## src/rtl/wall_sequencer.sv

```systemverilog
// Multi-wall obstacle controller: a shared READY/RUN/OVER game FSM
// launches, scrolls and scores N_WALLS walls. All outputs are registered.
module wall_sequencer #(
   parameter int N_WALLS  = 2,
   parameter int X_W      = 8,
   parameter int X_START  = 159,
   parameter int X_END    = 0,
   parameter int STEP_DIV = 4,
   parameter int GAP_W    = 4,
   parameter int SCORE_W  = 8
) (
   input  logic                   clk,
   input  logic                   reset,
   input  logic                   go,
   input  logic                   tick,
   input  logic [N_WALLS-1:0]     touched,
   input  logic [GAP_W-1:0]       spawn_gap,
   output logic                   start,
   output logic [N_WALLS-1:0]     move,
   output logic [N_WALLS*X_W-1:0] x_pos,
   output logic                   passed,
   output logic                   hit,
   output logic [SCORE_W-1:0]     score,
   output logic                   game_over
);

   localparam int DIV_W = (STEP_DIV > 1) ? $clog2(STEP_DIV) : 1;
   localparam int CNT_W = $clog2(N_WALLS + 1);
   localparam int SUM_W = SCORE_W + CNT_W;
   localparam logic [X_W-1:0]   XS       = X_W'(X_START);
   localparam logic [X_W-1:0]   XE       = X_W'(X_END);
   localparam logic [DIV_W-1:0] DIV_LAST = DIV_W'(STEP_DIV - 1);

   typedef enum logic [1:0] {G_READY, G_RUN, G_OVER} game_e;
   typedef enum logic [1:0] {W_IDLE, W_MOVE, W_DONE} wall_e;

   game_e              game_q, game_d;
   wall_e              wall_q [N_WALLS];
   wall_e              wall_d [N_WALLS];
   logic [X_W-1:0]     x_q    [N_WALLS];
   logic [X_W-1:0]     x_d    [N_WALLS];
   logic [DIV_W-1:0]   div_q  [N_WALLS];
   logic [DIV_W-1:0]   div_d  [N_WALLS];
   logic [GAP_W-1:0]   gap_q, gap_d;
   logic [GAP_W-1:0]   gap_eff, gap_inc;
   logic [SCORE_W-1:0] score_q, score_d;
   logic               passed_q, passed_d;
   logic               hit_q, hit_d;
   logic               touch_hit, launched;
   logic [CNT_W-1:0]   n_done;
   logic [SUM_W-1:0]   sum;

   always_comb begin
      move  = '0;
      x_pos = '0;
      for (int i = 0; i < N_WALLS; i++) begin
         move[i]              = (wall_q[i] == W_MOVE);
         x_pos[i*X_W +: X_W]  = x_q[i];
      end
   end

   assign start     = (game_q == G_READY);
   assign game_over = (game_q == G_OVER);
   assign passed    = passed_q;
   assign hit       = hit_q;
   assign score     = score_q;

   // Counter parks at expiry until an IDLE wall is available.
   assign gap_eff   = (spawn_gap == '0) ? GAP_W'(1) : spawn_gap;
   assign gap_inc   = (gap_q >= gap_eff) ? gap_q : gap_q + GAP_W'(1);
   assign touch_hit = |(touched & move);

   always_comb begin
      game_d   = game_q;
      gap_d    = gap_q;
      score_d  = score_q;
      passed_d = 1'b0;
      hit_d    = 1'b0;
      launched = 1'b0;
      n_done   = '0;
      sum      = '0;
      for (int i = 0; i < N_WALLS; i++) begin
         wall_d[i] = (wall_q[i] == W_DONE) ? W_IDLE : wall_q[i];
         x_d[i]    = x_q[i];
         div_d[i]  = div_q[i];
      end
      unique case (game_q)
         G_READY: begin
            if (go) begin
               game_d  = G_RUN;
               score_d = '0;
               gap_d   = gap_eff;
               for (int i = 0; i < N_WALLS; i++) wall_d[i] = W_IDLE;
            end
         end
         G_RUN: begin
            if (touch_hit) begin
               game_d = G_OVER;
               hit_d  = 1'b1;
            end else if (tick) begin
               for (int i = 0; i < N_WALLS; i++) begin
                  if (wall_q[i] == W_IDLE && !launched &&
                      gap_inc >= gap_eff) begin
                     wall_d[i] = W_MOVE;
                     x_d[i]    = XS;
                     div_d[i]  = '0;
                     launched  = 1'b1;
                  end else if (wall_q[i] == W_MOVE) begin
                     if (div_q[i] == DIV_LAST) begin
                        div_d[i] = '0;
                        if (x_q[i] - X_W'(1) == XE) begin
                           wall_d[i] = W_DONE;
                           x_d[i]    = XE;
                           n_done    = n_done + CNT_W'(1);
                        end else begin
                           x_d[i] = x_q[i] - X_W'(1);
                        end
                     end else begin
                        div_d[i] = div_q[i] + DIV_W'(1);
                     end
                  end
               end
               gap_d = launched ? '0 : gap_inc;
            end
         end
         G_OVER: begin
            if (!go) game_d = G_READY;
         end
         default: game_d = G_READY;
      endcase
      sum = SUM_W'(score_q) + SUM_W'(n_done);
      if (n_done != '0) begin
         passed_d = 1'b1;
         score_d  = (|sum[SUM_W-1:SCORE_W]) ? '1 : sum[SCORE_W-1:0];
      end
   end

   always_ff @(posedge clk) begin
      if (reset) begin
         game_q   <= G_READY;
         gap_q    <= '0;
         score_q  <= '0;
         passed_q <= 1'b0;
         hit_q    <= 1'b0;
         for (int i = 0; i < N_WALLS; i++) begin
            wall_q[i] <= W_IDLE;
            x_q[i]    <= XS;
            div_q[i]  <= '0;
         end
      end else begin
         game_q   <= game_d;
         gap_q    <= gap_d;
         score_q  <= score_d;
         passed_q <= passed_d;
         hit_q    <= hit_d;
         for (int i = 0; i < N_WALLS; i++) begin
            wall_q[i] <= wall_d[i];
            x_q[i]    <= x_d[i];
            div_q[i]  <= div_d[i];
         end
      end
   end

endmodule

```

## config.mk

```make
export PLATFORM = sky130hd
export DESIGN_NAME = wall_sequencer
export DESIGN_NICKNAME = d
export VERILOG_FILES = /design/src/rtl/wall_sequencer.sv
export SDC_FILE = /design/constraint.sdc
export NUM_CORES = 1
export LEC_CHECK = 0
export CELL_PAD_IN_SITES_DETAIL_PLACEMENT = 1
export CELL_PAD_IN_SITES_GLOBAL_PLACEMENT = 2
export CORE_ASPECT_RATIO = 0.5
export CORE_MARGIN = 5
export CORE_UTILIZATION = 31
export CTS_CLUSTER_DIAMETER = 200
export DETAILED_ROUTE_END_ITERATION = 6
export PLACE_DENSITY = 0.88
export REMOVE_ABC_BUFFERS = 1
export SETUP_SLACK_MARGIN = 0.15
export SLEW_MARGIN = 20
export SYNTH_ARGS = -nofsm -noshare
export SYNTH_HDL_FRONTEND = slang
export SYNTH_SLANG_ARGS = --single-unit
export TNS_END_PERCENT = 100
```

## constraint.sdc

```tcl
create_clock -name clk -period 5.7 [get_ports clk]
set_input_delay 1.425 -clock clk [delete_from_list [all_inputs] [get_ports clk]]
set_output_delay 1.425 -clock clk [all_outputs]
set_load 0.05 [all_outputs]
```

== Word-level counts from Yosys, hierarchy flattened ==
Memories as Yosys holds them, arrays and structs flattened.
Index checks and enable logic that the tools add are counted.

* Bits in read-only memories: 0
* RAM bits: 24
* Output and inout port bits: 30
* Bits of input ports: 10
* Memories kept: 3
* Latch bits: 0
* Word-level logic and storage cells: 140
* Register bits after elaboration: 16

* $lt $le $gt $ge: 2
* $add $sub $neg: 7
* Shift-type cells: 0
* Bitwise operators: 8
* Multiplexer cells: 82
* Multiply operators: 0
* Equal/unequal tests: 13
* Div/mod/pow operators: 0
* Reduce and logical (&&, ||, !) cells: 20

{| class="wikitable"
|+ Memory list
! name !! depth !! bits a word !! read ports !! clocked after Yosys merged registers in !! write ports !! line !! source
|-
| x_q || 2 || 8 || 2 || 0 || 2 || 40 || <nowiki>logic [X_W-1:0] x_q [N_WALLS];</nowiki>
|-
| div_q || 2 || 2 || 2 || 0 || 2 || 42 || <nowiki>logic [DIV_W-1:0] div_q [N_WALLS];</nowiki>
|-
| wall_q || 2 || 2 || 2 || 0 || 2 || 38 || <nowiki>wall_e wall_q [N_WALLS];</nowiki>
|}

{| class="wikitable"
|+ Operator list
! cell !! number
|-
| $mux 8 || 14
|-
| $mux 2 || 33
|-
| $mux 16 || 3
|-
| $mux 4 || 12
|-
| $mux 1 || 17
|-
| $logic_not 8->1 || 2
|-
| $pmux 4 s2 || 2
|-
| $sub 8x1->8 const B || 2
|-
| $eq 2x2->1 const B || 5
|-
| $ne 2x2->1 const B || 5
|-
| $add 8x2->9 || 1
|-
| $ge 4x4->1 || 2
|-
| $reduce_bool 2->1 || 4
|-
| $add 2x1->2 const B || 3
|-
| $eq 2x1->1 const B || 3
|-
| $logic_not 2->1 || 3
|-
| $or 1x1->1 || 6
|-
| $pmux 2 s3 || 1
|-
| $reduce_or 2->1 || 3
|-
| $add 4x1->4 const B || 1
|-
| $logic_not 4->1 || 1
|-
| $reduce_and 4->1 || 1
|-
| $logic_and 1x1->1 || 3
|-
| $reduce_and 3->1 || 1
|-
| 4 further kinds || 4
|}

== Depth between registers and ports, before layout ==
Gate-level depths: netlist of run 1.

* Word-level depth: 22
* Mapped depth: 20
* Gate-level depth less buffers: 20

== Worst setup path before layout of run 1 ==
OpenSTA, ideal clock, no wires.

* Kind: input to register
* Start point: input spawn_gap[3]
* End point: memory x_q[0][5]
* Slack: 0.799 ns
* Data arrival time: 4.830 ns
* Stages: 15
* Path through: inv_1 -> a31o_2 -> ha_1 -> nand2b_1 -> a21o_1 -> a21o_1 -> a21oi_1 -> mux2_2 -> ha_1 -> a211o_1 -> a21oi_1 -> nor3_1 -> o21ai_2 -> or4_1 -> a21oi_1

{| class="wikitable"
|+ RTL lines
! element !! line !! source
|-
| from (decl) || 17 || <nowiki>input logic [GAP_W-1:0] spawn_gap,</nowiki>
|-
| to (decl) || 40 ||
|}

==> impl_metrics.json, run 1 <==
{
  "rsz0062_at_grt": "no",
  "setup-tns-final_ns": 0,
  "grt_use_met3": 0.0336,
  "use_met2": 0.280,
  "final_layout_size_suffix_gt1_frac": 0.0613,
  "synth-main-ff-cell": "dfxtp_1",
  "crit_path_start": "spawn_gap[2]",
  "clock_skew_ns": 0.00486,
  "syn_area_um2": 2600,
  "place_congestion": 0.895,
  "powerDensity_nw_per_um2": 213,
  "clkLatencyLatePin_ns": 0.28,
  "status": "finished clean",
  "grt_usage": 0.153,
  "p_leak_nw": 1.26,
  "numCtsBuffers": 5,
  "path_clk_slew_ns": 0.06,
  "ant_nets": 0,
  "die_x_um": 140,
  "critPathLaunchType": "primary input",
  "synth_edf_count": 0,
  "grt_max_degree": 23,
  "ir_drop_v": 0.000107,
  "postSynthCellCount": 333,
  "timing.final.crit_period_ns": 5.29,
  "filler_cell_count": 985,
  "rows": 23,
  "hp-start": "div_q[0][3]",
  "maxCapViolCount": 0,
  "path_cells": "clkdlybuf4s50_1 > inv_1 > a31o_2 > ha_1 > nand2b_1 > a21o_1 > a21o_1 > a21oi_2 > mux2_2 > ha_1 > a211o_1 > a21oi_1 > buf_4 > or4_1 > a21oi_1 > a21oi_1 > o21ai_0",
  "fin_cells": 487,
  "r2r-start": "x_q[0][0]",
  "cp_max_fo": 4,
  "ioPinCount": 40,
  "drt-initial-drc-count": 161,
  "max_slew.worst_pin.slew_ns": 0.932,
  "viasPerCell": 5.25,
  "die-area_um2": 10400,
  "critical-path-top-delay-family": "compound AO/OA/AOI/OAI gates",
  "final_common_cell": "dfxtp_1",
  "dr.pass1.iters": 4,
  "fmax_mhz": 189,
  "hold_class": "reg -> reg",
  "place.port_buffers": 39,
  "grt_antenna_before_repair": 0,
  "start_util": 0.322,
  "grt_pass1_vias": 2721,
  "slew_viol_final": 0,
  "end_kind": "flop",
  "async_flop_share": 0,
  "die_y_um": 74.8,
  "htree_levels": 2,
  "ys_warn_count": 0,
  "avgRoutedWirePerCell_um": 15.8,
  "synth_cell_types": 57,
  "finalNetCount": 403,
  "dr_total_vias": 2558,
  "avgSynthCellArea_um2": 7.81,
  "diodes": 0,
  "cp.arrival_ns": 5.49,
  "grt_pass1_wl_mm": 13.2,
  "hpwl_mm": 5.86,
  "cpMostUsedCell": "a21oi_1",
  "slew-limit-headroom": 0.377,
  "crit_type": "in -> reg",
  "ys_seq_area_frac": 0.308,
  "clock-sinks": 40,
  "cts_setup_buffers": 0,
  "routed_wirelength_mm": 7.71,
  "finalSetupViolCount": 0,
  "detail_route.drc_violations": 0,
  "final_util": 0.404,
  "grt-ovfl-total": 0,
  "dp.cells": 479,
  "hold_viol": 0,
  "critPathBufInv": 3,
  "final_cell_mix": "dfxtp_1, clkdlybuf4s50_1, o21ai_0",
  "post-route-period-util": 0.928,
  "max_stage_delay_ns": 0.50,
  "required_ns": 5.90,
  "synth-seq-cells": 40,
  "core_um2": 8090,
  "grt_busiest_layer": "met2",
  "cts_tree": "done",
  "cts_root_buffer": "clkbuf_16",
  "area_delta_synth_final_pct": 25.7,
  "grt_util_met1": 0.191,
  "clockBufferDepth": 2,
  "crit_slowest_cell": "clkdlybuf4s50_1"
}
[power by group]
part / switching, mW / internal (mW)
Clock: 0.113 / 0.175
Combinational: 0.0698 / 0.0474
Sequential: 0.00757 / 0.285
[state kept, by name, indices dropped and copies added, names as in the netlist]
register  flops
score         8
hit           1
wall_q        4
gap_q         4
div_q         4
passed        1
x_q          16
game_q        2
[what timing repair did]
item,in CTS,in global routing
setup endpoints to repair,0,6
gates resized for setup,0,1
hold buffers,0,0
endpoints found under the hold margin,0,0
[routing by layer]
metal / part of all wire / vias to the layer above
li1: - / 1282
met4: 0.0083 / 0
met3: 0.029 / 6
met2: 0.48 / 27
met5: 0 / -
met1: 0.48 / 1243
[kinds of logic after synthesis]
family | count (synthesis) | synth area share
AND/OR/NAND/NOR | 132 | 0.271
AO/OA/AOI/OAI | 98 | 0.238
flip-flops | 40 | 0.308
buffers and inverters | 35 | 0.0568
adder cells (fa/ha/maj) | 19 | 0.0943
XOR/XNOR | 7 | 0.0236
multiplexers | 2 | 0.00818
[final timing paths]
check,endpoint,slack [ns],depth (start not counted)
worst min-delay path,div_q[0][3],0.51,2
worst max-delay path,x_q[0][10],0.41,17
worst max register to register,score[5],1.24,20
worst min register to register,div_q[0][3],0.51,2
[per-stage QoR]
stage	total power, mW	hold WS (ns)	cell area [um2]	setup slack (ns)
floorplan	0.367	0.458	2540	0.800
global placement	0.409	0.470	3120	0.197
detailed placement	0.414	0.483	3120	0.00650
CTS	0.707	0.510	3270	0.281
global route	0.733	0.545	3270	0.161
finish	0.698	0.509	3270	0.413
[Yosys cell counts (all sizes together) (5+ instances only)]
master | n | area share
a21oi | 24 | 0.046
a31oi | 5 | 0.012
a32oi | 5 | 0.017
and2 | 6 | 0.014
clkbuf | 8 | 0.012
dfxtp | 40 | 0.31
ha | 18 | 0.087
inv | 24 | 0.035
nand2 | 29 | 0.042
nand2b | 10 | 0.024
nand3 | 10 | 0.019
nor2 | 27 | 0.039
nor3 | 20 | 0.042
o21ai | 34 | 0.067
[area by class of cell]
| type | instances | area [um2] | area share |
|---|---|---|---|
| clock buffer | 8 | 146 | 0.0448 |
| inverter | 24 | 90.1 | 0.0276 |
| sequential | 40 | 801 | 0.245 |
| multi-input combinational | 258 | 1660 | 0.507 |
| timing repair buffer | 45 | 435 | 0.133 |
| tap | 112 | 140 | 0.0429 |
[worst min-delay path: stages (launching register included)]
cell and delay (ns):
dfxtp_1 0.34, a32oi_1 0.06, nor2_1 0.07
Note: power is estimated with default switching activity, not from simulation.
==> run 2, diff against run 1 <==
--- a/config.mk
+++ b/config.mk
@@ -5,6 +5,7 @@
 export SDC_FILE = /design/constraint.sdc
 export NUM_CORES = 1
 export LEC_CHECK = 0
+export CAP_MARGIN = 40
 export CELL_PAD_IN_SITES_DETAIL_PLACEMENT = 1
 export CELL_PAD_IN_SITES_GLOBAL_PLACEMENT = 2
 export CORE_ASPECT_RATIO = 0.5
@@ -15,6 +16,7 @@
 export PLACE_DENSITY = 0.88
 export REMOVE_ABC_BUFFERS = 1
 export SETUP_SLACK_MARGIN = 0.15
+export SKIP_LAST_GASP = 1
 export SLEW_MARGIN = 20
 export SYNTH_ARGS = -nofsm -noshare
 export SYNTH_HDL_FRONTEND = slang
==> impl_metrics.json, run 2 (same netlist as run 1, synthesis figures left out) <==
{
  "path_clk_slew_ns": 0.06,
  "critPathBufInv": 3,
  "numCtsBuffers": 5,
  "switchingPower_uw": 196,
  "rsz0062_at_grt": "no",
  "grt_pass1_wl_mm": 13.4,
  "detail_route.drc_violations": 0,
  "required_ns": 5.90,
  "viasPerCell": 5.28,
  "hold_viol": 0,
  "cpMostUsedCell": "a21oi_1",
  "dp.cells": 480,
  "regMostFlops": "x_q",
  "max_slew.worst_pin.slew_ns": 0.730,
  "rows": 23,
  "maxCapViolCount": 0,
  "setup-tns-final_ns": 0,
  "place_ws_ns": 0.0421,
  "dr.pass1.iters": 4,
  "dr_total_vias": 2578,
  "slew-limit-headroom": 0.513,
  "cp_max_fo": 4,
  "placed_area_um2": 3130,
  "critPathLaunchType": "primary input",
  "slew_viol_final": 0,
  "post-route-period-util": 0.922,
  "fmax_mhz": 190,
  "grt_max_degree": 21,
  "start_util": 0.322,
  "core_um2": 8090,
  "max_stage_delay_ns": 0.50,
  "drt-initial-drc-count": 136,
  "fin_cells": 488,
  "pwr-share-seq": 0.415,
  "die_y_um": 74.8,
  "die-area_um2": 10400,
  "largest_reg_flops": 16,
  "p_leak_nw": 1.26,
  "clockPowerShare": 0.418,
  "clkLatencyLatePin_ns": 0.29,
  "critical-path-top-delay-family": "compound AO/OA/AOI/OAI gates",
  "path_cells": "clkdlybuf4s50_1 > inv_1 > a31o_2 > ha_1 > nand2b_1 > a21o_1 > a21o_1 > a21oi_2 > mux2_2 > ha_1 > a211o_1 > a21oi_1 > buf_4 > or4_1 > a21oi_1 > a21oi_1 > o21ai_0",
  "ioPinCount": 40,
  "clockBufferDepth": 2,
  "clock-sinks": 40,
  "end_kind": "flop",
  "hold_buffers": 0,
  "power.internal_uw": 508,
  "grt_pass1_vias": 2747,
  "htree_levels": 2,
  "grt_usage": 0.158,
  "place.port_buffers": 39,
  "crit_type": "in -> reg",
  "avgRoutedWirePerCell_um": 16.1,
  "ir_drop_v": 0.000117,
  "final_common_cell": "dfxtp_1",
  "diodes": 0,
  "status": "finished clean",
  "die_x_um": 140,
  "cts_tree": "done",
  "finalPower_uw": 705,
  "switching_share": 0.279,
  "hold_class": "reg -> reg",
  "powerDensity_nw_per_um2": 215,
  "p_comb_frac": 0.168,
  "cts_root_buffer": "clkbuf_16",
  "clock_skew_ns": 0.00541,
  "grt_antenna_before_repair": 0,
  "area_delta_synth_final_pct": 26.3,
  "finalNetCount": 404,
  "finalInstanceArea_um2": 3280,
  "hpwl_mm": 5.96,
  "fin_ws_ns": 0.442,
  "crit_slowest_cell": "clkdlybuf4s50_1",
  "finalSetupViolCount": 0,
  "final_cell_mix": "dfxtp_1, clkdlybuf4s50_1, o21ai_0",
  "cp.arrival_ns": 5.46,
  "ant_nets": 0,
  "final_layout_size_suffix_gt1_frac": 0.0638,
  "grt-ovfl-total": 0,
  "timing.final.crit_period_ns": 5.26,
  "place_congestion": 0.895,
  "routed_wirelength_mm": 7.86
}
## run 2: cell types whose count changed in the layout (fill, tap and decap cells not counted), sizes merged
cell | previous run | this run
buf | 6 | 7
## run 2: stage by stage
step	hold WS, ns	utilization
global placement	0.470	0.386
global route	0.550	0.406
finish	0.515	0.406
CTS	0.513	0.406
detailed placement	0.499	0.388
floorplan	0.458	-
## run 2: area by class of cell
| class | instances | area (um2) |
|---|---|---|
| multi-input combinational | 258 | 1660 |
| clock buffer | 8 | 146 |
| inverter | 24 | 90.1 |
| tap | 112 | 140 |
| fill | 984 | 4800 |
| sequential | 40 | 801 |
| timing repair buffer | 46 | 450 |
## run 2: worst min-delay path, cell delays in order, from the launching register on
cell and delay (ns):
dfxtp_1 0.34, nand2_1 0.09, nor2_1 0.04
## run 2: repair_timing
action / 4_1_cts / 5_1_grt
setup buffers: 0 / 0
setup endpoints to repair: 0 / 6
gates resized for setup: 0 / 1
## run 2: power groups by stage
stage | Combinational (mW) | Sequential (mW) | Clock, mW
6_report | 0.118 | 0.292 | 0.294
5_1_grt | 0.132 | 0.293 | 0.309
4_1_cts | 0.118 | 0.292 | 0.300
3_5_place_dp | 0.117 | 0.298 | 0
3_3_place_gp | 0.111 | 0.298 | 0
2_1_floorplan | 0.0679 | 0.299 | 0
## run 2: layer usage
layer,up-vias,global-route usage,share of wire
li1,1290,-,-
met4,0,0.0516,0.011
met5,-,0,0
met3,7,0.0349,0.029
met1,1250,0.189,0.47
met2,31,0.290,0.49
## run 2: final timing paths
| path | slack [ns] | startpoint | cells after the start | end |
|---|---|---|---|---|
| min | 0.51 | wall_q[0][2] | 2 | wall_q[0][3] |
| max reg2reg | 1.23 | x_q[0][0] | 20 | score[5] |
| min reg2reg | 0.51 | wall_q[0][2] | 2 | wall_q[0][3] |
| max | 0.44 | spawn_gap[2] | 17 | x_q[0][10] |
